<file path="config.mk">
export PLATFORM = sky130hd
export DESIGN_NAME = obi_bridge_initiator
export DESIGN_NICKNAME = d
export VERILOG_FILES = /design/src/rtl/obi_bridge_pkg.sv /design/src/rtl/obi_bridge_fifo.sv /design/src/rtl/obi_bridge_initiator.sv
export SDC_FILE = /design/constraint.sdc
export NUM_CORES = 1
export LEC_CHECK = 0
export CAP_MARGIN = 20
export CORE_UTILIZATION = 40
export CTS_CLUSTER_SIZE = 8
export DETAILED_ROUTE_END_ITERATION = 6
export PLACE_DENSITY = 0.69
export SLEW_MARGIN = 20
export SYNTH_ARGS = -nofsm -noshare
export SYNTH_HDL_FRONTEND = slang
export SYNTH_SLANG_ARGS = --single-unit
</file>
<file path="constraint.sdc">
create_clock -name clk_i -period 4.1 [get_ports clk_i]
set_input_delay 0.82 -clock clk_i [delete_from_list [all_inputs] [get_ports clk_i]]
set_output_delay 0.82 -clock clk_i [all_outputs]
set_load 0.01 [all_outputs]
</file>
<file path="src/rtl/obi_bridge_pkg.sv">
// Shared types for the OBI bridge initiator: command/response payloads and the
// read data returned for transactions lost to the watchdog.
package obi_bridge_pkg;

  localparam logic [31:0] OBI_TIMEOUT_DATA = 32'hDEAD_BEEF;

  typedef struct packed {
    logic        we;
    logic [3:0]  be;
    logic [31:0] addr;
    logic [31:0] wdata;
  } obi_cmd_t;

  typedef struct packed {
    logic        we;
    logic [31:0] rdata;
  } obi_rsp_t;

endpackage

</file>
<file path="src/rtl/obi_bridge_fifo.sv">
// Synchronous FIFO with arbitrary (non power-of-two) depth; output reads as 0
// while empty so downstream data is clean after reset.
module obi_bridge_fifo #(
  parameter int unsigned WIDTH = 1,
  parameter int unsigned DEPTH = 2
) (
  input  logic             clk,
  input  logic             rst_n,
  input  logic             push,
  input  logic [WIDTH-1:0] din,
  input  logic             pop,
  output logic [WIDTH-1:0] dout,
  output logic             full,
  output logic             empty
);
  localparam int unsigned PW = (DEPTH > 1) ? $clog2(DEPTH) : 1;
  localparam int unsigned CW = $clog2(DEPTH + 1);

  logic [WIDTH-1:0] mem [DEPTH];
  logic [PW-1:0]    wptr, rptr;
  logic [CW-1:0]    cnt;
  logic             do_push, do_pop;

  function automatic logic [PW-1:0] bump(input logic [PW-1:0] p);
    return (p == PW'(DEPTH - 1)) ? '0 : p + 1'b1;
  endfunction

  assign full    = (cnt == CW'(DEPTH));
  assign empty   = (cnt == '0);
  assign do_push = push & ~full;
  assign do_pop  = pop & ~empty;
  assign dout    = empty ? '0 : mem[rptr];

  always_ff @(posedge clk) begin
    if (do_push) mem[wptr] <= din;
  end

  always_ff @(posedge clk) begin
    if (!rst_n) begin
      wptr <= '0;
      rptr <= '0;
      cnt  <= '0;
    end else begin
      if (do_push) wptr <= bump(wptr);
      if (do_pop)  rptr <= bump(rptr);
      if (do_push & ~do_pop)      cnt <= cnt + 1'b1;
      else if (do_pop & ~do_push) cnt <= cnt - 1'b1;
    end
  end

endmodule

</file>
<file path="src/rtl/obi_bridge_initiator.sv">
// OBI initiator: valid/ready commands in, in-order responses out, up to
// MAX_OUTSTANDING in flight. Optional watchdog under OBI_BRIDGE_TIMEOUT_EN.
module obi_bridge_initiator
  import obi_bridge_pkg::*;
#(
  parameter int unsigned MAX_OUTSTANDING = 2,
  parameter int unsigned TIMEOUT_CYCLES  = 1024
) (
  input  logic        clk_i,
  input  logic        rst_ni,
  input  logic        cmd_valid_i,
  output logic        cmd_ready_o,
  input  logic        cmd_we_i,
  input  logic [3:0]  cmd_be_i,
  input  logic [31:0] cmd_addr_i,
  input  logic [31:0] cmd_wdata_i,
  output logic        req_o,
  output logic        we_o,
  output logic [3:0]  be_o,
  output logic [31:0] addr_o,
  output logic [31:0] wdata_o,
  input  logic        gnt_i,
  input  logic        rvalid_i,
  input  logic [31:0] rdata_i,
  output logic        rsp_valid_o,
  input  logic        rsp_ready_i,
  output logic        rsp_we_o,
  output logic [31:0] rsp_rdata_o,
  output logic        err_o
);
  localparam int unsigned CW = $clog2(MAX_OUTSTANDING + 1);

  if (MAX_OUTSTANDING == 0 || TIMEOUT_CYCLES == 0) begin : g_bad_cfg
  end

  obi_cmd_t      cmd;
  logic          req;
  logic [CW-1:0] credits;
  logic          err;
  logic          accept, grant, unexpected, fire, flush;
  logic          ord_push, ord_pop, ord_din, ord_dout, ord_full, ord_empty;
  obi_rsp_t      rsp_din, rsp_dout;
  logic          rsp_push, rsp_pop, rsp_full, rsp_empty;

`ifdef OBI_BRIDGE_TIMEOUT_EN
  localparam int unsigned TW = $clog2(TIMEOUT_CYCLES + 1);

  typedef enum logic {ST_RUN, ST_FLUSH} state_t;
  state_t        state;
  logic [TW-1:0] tcnt;
  logic          stall;

  assign stall = (req & ~gnt_i) | (~ord_empty & ~rvalid_i);
  assign fire  = (state == ST_RUN) & stall & ~gnt_i & ~rvalid_i &
                 (tcnt == TW'(TIMEOUT_CYCLES - 1));
  assign flush = (state == ST_FLUSH);

  // Flush drains one lost transaction per cycle until the order FIFO is empty.
  always_ff @(posedge clk_i) begin
    if (!rst_ni) begin
      state <= ST_RUN;
      tcnt  <= '0;
    end else begin
      case (state)
        ST_RUN: begin
          if (fire) begin
            state <= ST_FLUSH;
            tcnt  <= '0;
          end else if (gnt_i | rvalid_i | ~stall) begin
            tcnt <= '0;
          end else begin
            tcnt <= tcnt + 1'b1;
          end
        end
        ST_FLUSH: if (ord_empty) state <= ST_RUN;
        default:  state <= ST_RUN;
      endcase
    end
  end
`else
  assign fire  = 1'b0;
  assign flush = 1'b0;
`endif

  // A credit per accepted command guarantees a response slot, so rvalid_i never stalls.
  assign cmd_ready_o = (~req | gnt_i) & (credits < CW'(MAX_OUTSTANDING)) &
                       ~rsp_full & ~flush & ~fire;
  assign accept      = cmd_valid_i & cmd_ready_o;
  assign grant       = req & gnt_i;

  // On timeout the still-pending request joins the order FIFO so it is flushed too.
  assign ord_push   = (grant | (fire & req)) & ~ord_full;
  assign ord_din    = cmd.we;
  assign unexpected = rvalid_i & (ord_empty | flush);
  assign ord_pop    = ~ord_empty & (flush | rvalid_i);
  assign rsp_push   = ord_pop;
  assign rsp_din    = {ord_dout, flush ? OBI_TIMEOUT_DATA : (ord_dout ? 32'h0 : rdata_i)};
  assign rsp_pop    = rsp_ready_i & ~rsp_empty;

  always_ff @(posedge clk_i) begin
    if (!rst_ni) begin
      req <= 1'b0;
      cmd <= '0;
    end else if (accept) begin
      req <= 1'b1;
      cmd <= '{we: cmd_we_i, be: cmd_be_i, addr: cmd_addr_i, wdata: cmd_wdata_i};
    end else if (grant | fire) begin
      req <= 1'b0;
    end
  end

  always_ff @(posedge clk_i) begin
    if (!rst_ni) begin
      credits <= '0;
    end else begin
      case ({accept, rsp_pop})
        2'b10:   credits <= credits + 1'b1;
        2'b01:   credits <= credits - 1'b1;
        default: credits <= credits;
      endcase
    end
  end

  always_ff @(posedge clk_i) begin
    if (!rst_ni)                err <= 1'b0;
    else if (unexpected | fire) err <= 1'b1;
  end

  obi_bridge_fifo #(.WIDTH(1), .DEPTH(MAX_OUTSTANDING)) u_order_fifo (
    .clk   (clk_i),
    .rst_n (rst_ni),
    .push  (ord_push),
    .din   (ord_din),
    .pop   (ord_pop),
    .dout  (ord_dout),
    .full  (ord_full),
    .empty (ord_empty)
  );

  obi_bridge_fifo #(.WIDTH($bits(obi_rsp_t)), .DEPTH(MAX_OUTSTANDING)) u_rsp_fifo (
    .clk   (clk_i),
    .rst_n (rst_ni),
    .push  (rsp_push),
    .din   (rsp_din),
    .pop   (rsp_pop),
    .dout  (rsp_dout),
    .full  (rsp_full),
    .empty (rsp_empty)
  );

  assign req_o       = req;
  assign we_o        = cmd.we;
  assign be_o        = cmd.be;
  assign addr_o      = cmd.addr;
  assign wdata_o     = cmd.wdata;
  assign rsp_valid_o = ~rsp_empty;
  assign rsp_we_o    = rsp_dout.we;
  assign rsp_rdata_o = rsp_dout.rdata;
  assign err_o       = err;

endmodule

</file>
Yosys cells after proc, flatten, opt, wreduce, memory -nomap -nowiden
Memories as Yosys holds them, arrays and structs flattened. A register that Yosys moved wholly into a read port is not among the register bits.
Index checks and enable logic that the tools add are counted.
- register bits: 81
- RAM bits: 68
- logic and storage cells: 84
- input port bits: 107
- memories: 2
- output and inout bits: 106
- memories (memory ; depth ; width ; rd ports ; clocked after Yosys merged registers in ; write ports ; line ; source):
    u_rsp_fifo.mem ; 2 ; 33 ; 1 ; 1 ; 1 ; obi_bridge_fifo.sv:19 ; logic [WIDTH-1:0] mem [DEPTH];
    u_order_fifo.mem ; 2 ; 1 ; 1 ; 1 ; 1 ; obi_bridge_fifo.sv:19 ;
- equality and inequality tests: 4
- magnitude comparators: 1
- reduce and logical (&&, ||, !) cells: 6
- mux-type cells: 22
- bitwise operators: 26
- $add $sub $neg: 10
- operators by type and width (cell ; count):
    $mux 33 ; 1
    $mux 32 ; 1
    $and 1x1->1 ; 16
    $mux 1 ; 15
    $not 1->1 ; 9
    $mux 2 ; 4
    $reduce_bool 2->1 ; 4
    $add 2x1->2 const B ; 3
    $eq 2x2->1 const B ; 3
    $sub 2x1->2 const B ; 3
    $add 1x1->1 const B ; 4
    $logic_not 2->1 ; 2
    $pmux 2 s2 ; 1
    $eq 2x1->1 const B ; 1
    $lt 2x2->1 const B ; 1
    $or 1x1->1 ; 1

Depth between registers and ports, before layout
- word-level depth: 8
- gate-level depth with buffers: 10
- mapped depth without buffers: 7

By module
A second synthesis with hierarchy kept.
- cells, all modules: 551
- area, all modules: 6269.8 um2
- by module, submodules not included (module ; area an instance (um2) ; cells an instance ; instances ; sequential area each (um2)):
    obi_bridge_initiator ; 3246.9 ; 358 ; 1 ; 1461.4
    obi_bridge_fifo at u_rsp_fifo ; 2715.1 ; 164 ; 1 ; 2082.0
    obi_bridge_fifo at u_order_fifo ; 307.8 ; 29 ; 1 ; 160.2

Worst setup path after synthesis
Ideal clock, no wire load.
- kind: input to register
- start: input port rvalid_i
- end: memory u_rsp_fifo.mem[0][0] (netlist name) (enable)
- required time: 3.633 ns
- path buffers: 0
- slack: 0.348 ns
- arrival: 3.285 ns
- setup time: 0.467 ns
- stages on the path: 2
- path through: o21ai_1 nor3_1
- longest elaborated chain between the ends: 4
- ends and longest elaborated chain (element ; line ; source):
    start, declared ; obi_bridge_initiator.sv:23 ; input logic rvalid_i,
    $and 1x1->1 ; obi_bridge_initiator.sv:95 ; assign ord_pop = ~ord_empty & (flush | rvalid_i);
    $and 1x1->1 ; obi_bridge_fifo.sv:30 ; assign do_push = push & ~full;
    $mux 1 ; obi_bridge_fifo.sv:35 ; if (do_push) mem[wptr] <= din;
    $mux 1 (not written as such) ; obi_bridge_fifo.sv:35 ;
    end, declared ; obi_bridge_fifo.sv:19 ;
Every way passes these cells.

==> flow_metrics.py <==
metrics = {
    "status": {
        "status": "finished clean",
    },
    "min_path": {
        "hp-start": "addr_o[23]$_SDFFE_PN0P_",
        "hold_path.class": "flip-flop to flip-flop",
        "holdPathStages": 2,
        "hold_path_end": "addr_o[23]$_SDFFE_PN0P_",
    },
    "finish": {
        "n_antenna_cell": 0,
        "fin_cells": 954,
        "fin_nets": 863,
        "multiInputGateArea_sq_um": 2220,
        "fillers": 1275,
        "regArea_sq_um": 3700,
        "area_growth_pct": 44.5,
        "utilization": 0.590,
        "drive_above_1_share": 0.0601,
    },
    "detailed_routing": {
        "wl_met3_microns": 1540,
        "wl_met1_microns": 5750,
        "drt-wirelength-per-cell_microns": 14.9,
        "top_layer": "met4",
        "drtAntennaViolNets": 0,
        "vias": 4493,
        "first_pass_iters": 4,
        "initialDrtViolationCount": 214,
        "avgViaCountPerCell": 4.71,
        "drc": 0,
        "wirelength_microns": 14200,
        "met2_length_microns": 6800,
    },
    "timing": {
        "finalHoldViolCount": 0,
        "setup_viol": 0,
        "final-max-slew-violation-count": 0,
        "setup_tns_ps": 0,
        "skew_ps": 6.32,
        "rsz0062_at_grt": "no",
        "worst_pin_slew_ps": 1050,
        "fin_crit_sh": 0.774,
        "hold_ws_ps": 459,
        "relSlewSlack": 0.301,
        "fmax_ghz": 0.315,
        "period_needed_ps": 3170,
    },
    "synthesis": {
        "synth-async-reset-ratio": 0,
        "avgSynthCellArea_sq_um": 11.2,
        "yosysSeqAreaShare": 0.599,
        "yosysTopAreaCell": "edfxtp_1",
        "yosysMostFrequentCell": "nand2_1",
        "synth_area_leaders": "edfxtp_1 33%, dfxtp_1 27%, mux2i_1 17%",
        "syn_area_sq_um": 6180,
        "synthTopCellsByCount": "140 x nand2_1, 103 x mux2i_1, 83 x dfxtp_1, 68 x edfxtp_1, 47 x nor2_1",
        "synth_top_cell_area_share": 0.330,
        "synth_edf_count": 68,
        "syn_nets": 661,
        "synth_seq_cells": 151,
        "synthDistinctLibCells": 27,
        "netlist_instances": 551,
        "yosys_warnings": 0,
        "ys_dominant_reg_cell": "dfxtp_1",
    },
    "placement": {
        "port_buffers": 212,
        "placed_cells": 922,
        "gp_congestion": 0.736,
        "hpwl_microns": 9690,
    },
    "clock_network": {
        "numClockSinks": 151,
        "cts-htree-levels": 4,
        "clk_latency_ps": 420,
        "cts_max_path_buffers": 2,
        "cts_resized": 0,
        "path_clk_slew_ps": 60,
        "cts_hold_buffers": 0,
        "root_buffer": "clkbuf_16",
        "cts_tree": "yes",
        "post_cts_buffers": 0,
        "numCtsBuffers": 17,
    },
    "critical_path": {
        "worstPathMaxFanout": 33,
        "crit_required_ps": 3280,
        "worstSetupPathType": "flip-flop to primary output",
        "worst_r2r_startpoint": "u_rsp_fifo.cnt[0]$_SDFFE_PN0P_",
        "setup.worst_path.start_class": "flip-flop",
        "reg2regPathDepth": 4,
        "worstSetupEndpointType": "primary output",
        "arrival_ps": 2350,
        "r2r-end": "wdata_o[5]$_SDFFE_PN0P_",
        "rrSetupSlack_ps": 2180,
    },
    "pwr": {
        "p_int_mw": 3.80,
        "swShare": 0.306,
        "powerDensity_nw_per_um2": 614,
        "total_leakage_power_nw": 3.37,
        "power.share.sequential": 0.384,
        "irDropWorstVdd_mv": 0.294,
        "p_clk_frac": 0.277,
        "combinationalPowerShare": 0.338,
        "switchingPower_mw": 1.68,
    },
    "die": {
        "die_h_microns": 126,
        "core_sq_um": 15100,
        "initial_core_util": 0.408,
        "die_x_microns": 126,
        "io_pins": 213,
        "placement_rows": 45,
        "dieArea_sq_um": 16000,
    },
    "global_route": {
        "grt_max_degree": 70,
        "grt_pass1_vias": 4707,
        "grt_pass1_wl_microns": 22900,
        "overflow": 0,
        "antenna_found_initial": 0,
        "globalRouteTotalUtil": 0.186,
    },
    "job": {
        "cap_violations": 0,
    },
}
## critical path, stage by stage (launching register included)
cell             delay [ps]
dfxtp_2                1020
mux2i_1                 190
nor2_1                  140
clkdlybuf4s50_1         560
## area by class of cell
class                   count  share of cell area
clock inverters            15              0.0171
clock buffers              17              0.0476
inverters                   5             0.00238
multi-input cells         359               0.248
repair buffers            219               0.244
flip-flops and latches    151               0.415
well taps                 188              0.0263
## metal layers
metal  GRT usage  vias up
met3       0.103        8
met1       0.203     2076
met4      0.0510        0
met2       0.312      173
li1            -     2236
met5           0        -
## cells in the final DEF, fill, tap and decap left out, types with 3 or more instances in the layout
cell,netlist,final
clkinv_4,0,3
nor2_1,47,45
xor2_1,7,7
o21ai_0,5,5
clkdlybuf4s50_1,0,211
nor2b_1,34,34
buf_4,0,7
or3_1,4,4
dfxtp_1,83,82
clkbuf_16,0,17
ha_1,3,3
nand2_1,140,140
mux2i_1,103,103
edfxtp_1,68,68
inv_1,4,4
a21oi_1,5,5
## power by group through the flow
stage	clock, mW	combinational [mW]	sequential (mW)
floorplan	0	1.06	2.13
global placement	0	1.84	2.13
detailed placement	0	1.88	2.14
CTS	1.55	1.88	2.11
global route	1.62	2.01	2.15
finish	1.52	1.86	2.11
## cell families after synthesis
logic type / count (synthesis) / share of synthesized area
flops: 151 / 0.599
compound gates: 14 / 0.0127
xor+xnor: 8 / 0.0113
fa+ha+maj: 3 / 0.00607
buf+inv: 41 / 0.0437
mux: 103 / 0.167
simple gates: 231 / 0.160
## through the flow
step / total power, mW / worst slack (ps) / cell area [sq um]
after floorplan: 3.19 / 348 / 6180
final: 5.48 / 926 / 8930
after global routing: 5.78 / 761 / 8930
after detailed placement: 4.01 / 1080 / 8350
after global placement: 3.96 / 1140 / 8350
after CTS: 5.54 / 882 / 8930
## worst max path at each step
stage,startpoint,endpoint
global route,flip-flop,rsp_rdata_o[7]
detailed placement,gnt_i,wdata_o[2]$_SDFFE_PN0P_
floorplan,rvalid_i,u_rsp_fifo.mem[0][0]$_DFFE_PP_
CTS,flip-flop,rsp_rdata_o[12]
finish,flip-flop,rsp_rdata_o[12]
global placement,gnt_i,cmd_ready_o
## state kept, by name, indices dropped and copies added, names as in the netlist, named ones only
register / count
u_rsp_fifo.cnt: 2
be_o: 4
req_o: 1
addr_o: 32
u_order_fifo.cnt: 2
credits: 2
err_o: 1
u_order_fifo.wptr: 1
we_o: 1
u_rsp_fifo.wptr: 1
u_rsp_fifo.rptr: 1
u_order_fifo.rptr: 1
wdata_o: 32
u_rsp_fifo.mem: 66
u_order_fifo.mem: 2
Power figures use the tool's default switching activity.
